--- config.mk ---
export PLATFORM = sky130hd
export DESIGN_NAME = resp_signature_monitor
export DESIGN_NICKNAME = d
export VERILOG_FILES = /design/src/rtl/resp_signature_monitor.sv
export SDC_FILE = /design/constraint.sdc
export NUM_CORES = 1
export LEC_CHECK = 0
export BUFFER_PORTS_ARGS = -buffer_cell sky130_fd_sc_hd__clkbuf_2
export CORE_MARGIN = 4
export CORE_UTILIZATION = 38
export DETAILED_ROUTE_END_ITERATION = 7
export PLACE_DENSITY = 0.63
export SYNTH_ARGS = -nofsm -noshare
export SYNTH_HDL_FRONTEND = slang
export SYNTH_SLANG_ARGS = --single-unit
--- constraint.sdc ---
create_clock -name clk -period 16.3 [get_ports clk]
set_input_delay 0.815 -clock clk [delete_from_list [all_inputs] [get_ports clk]]
set_output_delay 0.815 -clock clk [all_outputs]
set_load 0.01 [all_outputs]
--- src/rtl/resp_signature_monitor.sv ---
// Response signature compactor: folds each accepted DUT output sample slice-by-slice
// through a Galois LFSR and reports done/match after a fixed number of samples.
module resp_signature_monitor #(
  parameter int          Y_WIDTH = 501,
  parameter int          SLICE   = 32,
  parameter int          SAMPLES = 21,
  parameter logic [31:0] POLY    = 32'h04C1_1DB7,
  parameter logic [31:0] SEED    = 32'hFFFF_FFFF
) (
  input  logic               clk,
  input  logic               rst,
  input  logic [Y_WIDTH-1:0] y_in,
  input  logic               in_valid,
  output logic               in_ready,
  input  logic               start,
  input  logic [31:0]        expected,
  output logic [31:0]        signature,
  output logic [7:0]         sample_count,
  output logic [7:0]         drop_count,
  output logic               done,
  output logic               match
);

  localparam int NSLICE = (Y_WIDTH + SLICE - 1) / SLICE;
  localparam int PADW   = NSLICE * SLICE;
  localparam int KW     = (NSLICE > 1) ? $clog2(NSLICE) : 1;

  typedef enum logic [1:0] {IDLE, FOLD, DONE} state_t;

  state_t           r_state;
  state_t           w_nextState;
  logic [SLICE-1:0] r_buf [NSLICE];
  logic [PADW-1:0]  w_padded;
  logic [KW-1:0]    r_k;
  logic [31:0]      r_sig;
  logic [31:0]      w_step;
  logic [31:0]      w_sigNext;
  logic [7:0]       r_count;
  logic [7:0]       w_countNext;
  logic [7:0]       r_drop;
  logic             r_match;
  logic             w_accept;
  logic             w_lastSlice;
  logic             w_lastSample;

  // Pad bits above Y_WIDTH are forced to zero so they never disturb the signature.
  always_comb begin
    w_padded              = '0;
    w_padded[Y_WIDTH-1:0] = y_in;
  end

  assign w_accept     = in_valid && in_ready;
  assign w_lastSlice  = (r_k == KW'(NSLICE - 1));
  assign w_countNext  = r_count + 8'd1;
  assign w_lastSample = (w_countNext == 8'(SAMPLES));
  assign w_step       = {r_sig[30:0], 1'b0} ^ (r_sig[31] ? POLY : 32'h0);
  assign w_sigNext    = w_step ^ r_buf[r_k];

  always_ff @(posedge clk or posedge rst) begin
    if (rst) r_state <= IDLE;
    else     r_state <= w_nextState;
  end

  always_comb begin
    w_nextState = r_state;
    if (start) begin
      w_nextState = IDLE;
    end else begin
      unique case (r_state)
        IDLE:    if (in_valid) w_nextState = FOLD;
        FOLD:    if (w_lastSlice) w_nextState = w_lastSample ? DONE : IDLE;
        DONE:    w_nextState = DONE;
        default: w_nextState = IDLE;
      endcase
    end
  end

  always_comb begin
    in_ready = (r_state == IDLE) && !start;
    done     = (r_state == DONE);
  end

  // Capture buffer holds the sample stable for the whole fold window; it needs no reset.
  always_ff @(posedge clk) begin
    if (w_accept) begin
      for (int i = 0; i < NSLICE; i++) r_buf[i] <= w_padded[i*SLICE +: SLICE];
    end
  end

  always_ff @(posedge clk or posedge rst) begin
    if (rst) begin
      r_sig   <= SEED;
      r_k     <= '0;
      r_count <= '0;
      r_drop  <= '0;
      r_match <= 1'b0;
    end else begin
      if (in_valid && !in_ready && (r_drop != 8'hFF)) r_drop <= r_drop + 8'd1;
      if (start) begin
        r_sig   <= SEED;
        r_k     <= '0;
        r_count <= '0;
        r_match <= 1'b0;
      end else begin
        unique case (r_state)
          IDLE: if (w_accept) r_k <= '0;
          FOLD: begin
            r_sig <= w_sigNext;
            r_k   <= r_k + KW'(1);
            if (w_lastSlice) begin
              r_count <= w_countNext;
              if (w_lastSample) r_match <= (w_sigNext == expected);
            end
          end
          default: ;
        endcase
      end
    end
  end

  assign signature    = r_sig;
  assign sample_count = r_count;
  assign drop_count   = r_drop;
  assign match        = r_match;

endmodule

==> results.tsv <==
metric	value	unit
peak fanout along the critical path	85	
CTS H-Tree Depth	2	
Mapped Area	23180	um^2
Avg Cell Area, Syn	17.50	um^2
PortBufs	587	
Synth top cells by count	edfxtp_1 (501), mux2i_1 (117), mux4_2 (68)	
post-route ant nets	0	
TritonRoute pass-1 iters	5	
CP endpoint kind	flop	
CTS Buf Count	59	
Top Ports	588	
PD cells	120.6	nW/um^2
total power	3.474	mW
FF+latch count, synth	556	
post-CTS sizing	0	
Post-Synthesis Cells	1325	
Peak VDD IR	0.08072	mV
Worst Skew	22.26	ps
Post-DP Area	26790	um^2
fraction of registers with async set/reset	9.892	%
count leader, synth	edfxtp_1	
Cells after DPL	2641	
fin crit share	28.79	%
clk root buf	clkbuf_16	
layout cells sized above 1	42.00	%
Slew headroom	27.72	%
area growth from synthesis to layout	24.20	%
Post-Layout Inst Area	28800	um^2
Die W	255.0	um
core box area	60360	um^2
Final Hold Vio Count	0	
Sink Count	556	
Max Cap Viol	0	
worst path bufs/invs	3	
Min-Delay Path Class	in -> reg	
nets@finish	2461	
CTS tree	yes	
Yosys top cell area share	64.89	%
worst path cell trace	nor3_1, and2_4, buf_4, buf_4, buf_4	
Post-synth top flop	edfxtp_1	
Critical Path RT	16540	ps
clk slew on worst S/H paths	70	ps
top cell family by delay on the critical path	buffers and inverters	
drt drc	0	
initial antenna violation count	2	
Unique masters post-synth	76	
CP arrival	4940	ps
Placement Rows	90	
Tot GR Track Use	21.48	%
largest net degree at the start of global routing	86	
gr ovfl total	0	
Worst path slowest cell	buf_4	
via count	14530	
status	completed	
Die Y	255.0	um
Crit Path Class	reg -> reg	
CP startpoint kind	flop	
CP dominant cell by count	buf_4	
Synthesis Warnings	0	
cts hold-fix bufs	0	
biggest area consumer among synthesized cells	edfxtp_1	
vias in the first global route	14950	
clock buffer depth	3	
fill count	5219	
gpl congestion	0.8431	
hold_ws	348.1	ps
fin. max-slew vios	0	
vias per inst	5.278	
DR WL/cell	26.26	um
Post-CTS Setup Inserts	0	
DRT Wirelength	72.29	mm
initial drt markers	1265	
Setup violations, final	0	
LEAKAGE	10.55	nW
Worst-Margin Slew	1084	ps
Post-DP HPWL	54.01	mm
Final Critical Period	4693	ps
CP max stage delay	960	ps
clk_lat worst skew	640	ps
initial core utilization	38.41	%
top cells by area, synth	edfxtp_1 (65%), mux4_2 (6.6%), mux2i_1 (5.1%), dfstp_2 (3.6%), dfrtp_1 (2.5%)	
first-pass GRT wire length	100.2	mm
die area	65030	um^2
EDFF count, synth	501	
Seq/Total Area, Yosys	71.00	%
Synthesized Nets	1866	
Setup TNS	0	ps
setup repair after global routing missed its margin	no	
Final Non-Filler Cells	2753	
f_max	0.2131	GHz
sequential cells by signal, summed over array words and instances, names as in the netlist:
signal / cells
r_buf: 501
signature: 32
drop_count: 8
sample_count: 8
r_k: 4
r_state: 2
match: 1
cell type report:
type	count	area, um^2	share of cell area, %
sequential	556	16480	57.22
multi-input combinational	689	6225	21.62
timing repair buffer	606	3080	10.70
clock buffer	72	1546	5.371
tap	782	978.4	3.398
clock inverter	38	454.2	1.577
inverter	8	30.03	0.1043
antenna	2	5.005	0.01738
per-stage QoR:
step	utilization (%)	setup WS, ps
2_1_floorplan	-	2661
5_1_grt	47.70	11310
4_1_cts	47.70	11590
6_report	47.71	11610
3_3_place_gp	44.38	11270
3_5_place_dp	44.38	11000
cells in the final DEF (no fill, tap or decap), types with 5 or more instances in the layout:
cell,synthesis,layout
and4_1,5,5
buf_4,12,19
o211ai_1,38,38
clkbuf_1,19,12
dfstp_2,32,32
a31oi_1,5,5
clkinvlp_4,0,8
nand2_1,65,65
mux2i_1,117,117
a221oi_1,21,21
nand2b_1,10,9
nand3b_1,11,11
inv_1,7,6
a211oi_1,6,6
a22o_1,6,6
clkinv_2,0,6
dfrtp_1,23,19
a21oi_1,17,17
nor4_1,6,6
clkbuf_2,0,587
o22ai_1,8,8
o211a_1,5,5
xor2_1,27,27
bufinv_16,0,7
edfxtp_1,501,501
o21ai_1,12,12
mux2_2,10,10
nor3_1,10,10
xnor2_1,62,62
o21ai_0,17,17
mux4_2,68,68
nand3_1,14,14
a22oi_1,33,33
clkinv_1,1,7
clkbuf_16,0,60
nand4_1,13,13
nor2_1,40,40
logic make-up after synthesis:
family,after synthesis,synth area share [%]
simple gates,207,4.652
fa+ha+maj,4,0.2159
xor+xnor,92,3.664
mux,196,12.26
compound gates,190,6.007
buf+inv,80,2.207
flops,556,71.00
power breakdown:
| group | switching (mW) | internal [mW] | leakage (nW) | total, mW |
|---|---|---|---|---|
| sequential | 0.0490 | 1.65 | 5.28 | 1.70 |
| clock | 0.579 | 0.795 | 0.947 | 1.37 |
| combinational | 0.225 | 0.172 | 4.32 | 0.397 |
routing by layer:
layer  wire length, um  track usage [%]  vias to the layer above
li1                  -                -                     6503
met3              4924            4.054                       89
met4              1405            5.659                        2
met2             36450            36.47                      576
met1             29500            28.76                     7359
met5                13                0                        -
worst register-to-register path: stages, from the launching register on:
cell and delay (ps):
dfrtp_1 450, nor3_1 370, and2_4 590, buf_4 860, buf_4 1070, buf_4 910
worst paths after layout:
path,startpoint,endpoint,slack (ps),depth (start not counted)
worst max-delay path,r_state[0]$_DFFE_PP0P_,r_buf[1][15]$_DFFE_PP_,11610,5
worst min-delay path,y_in[51],r_buf[1][19]$_DFFE_PP_,350,1
worst max register to register,r_state[0]$_DFFE_PP0P_,r_buf[1][15]$_DFFE_PP_,11610,5
worst min register to register,drop_count[6]$_DFFE_PP0P_,drop_count[6]$_DFFE_PP0P_,500,1
max in group asynchronous,rst,r_k[0]$_DFFE_PP0P_,15330,3
min in group asynchronous,rst,drop_count[5]$_DFFE_PP0P_,380,3
Note: power is estimated with default switching activity, not from simulation.
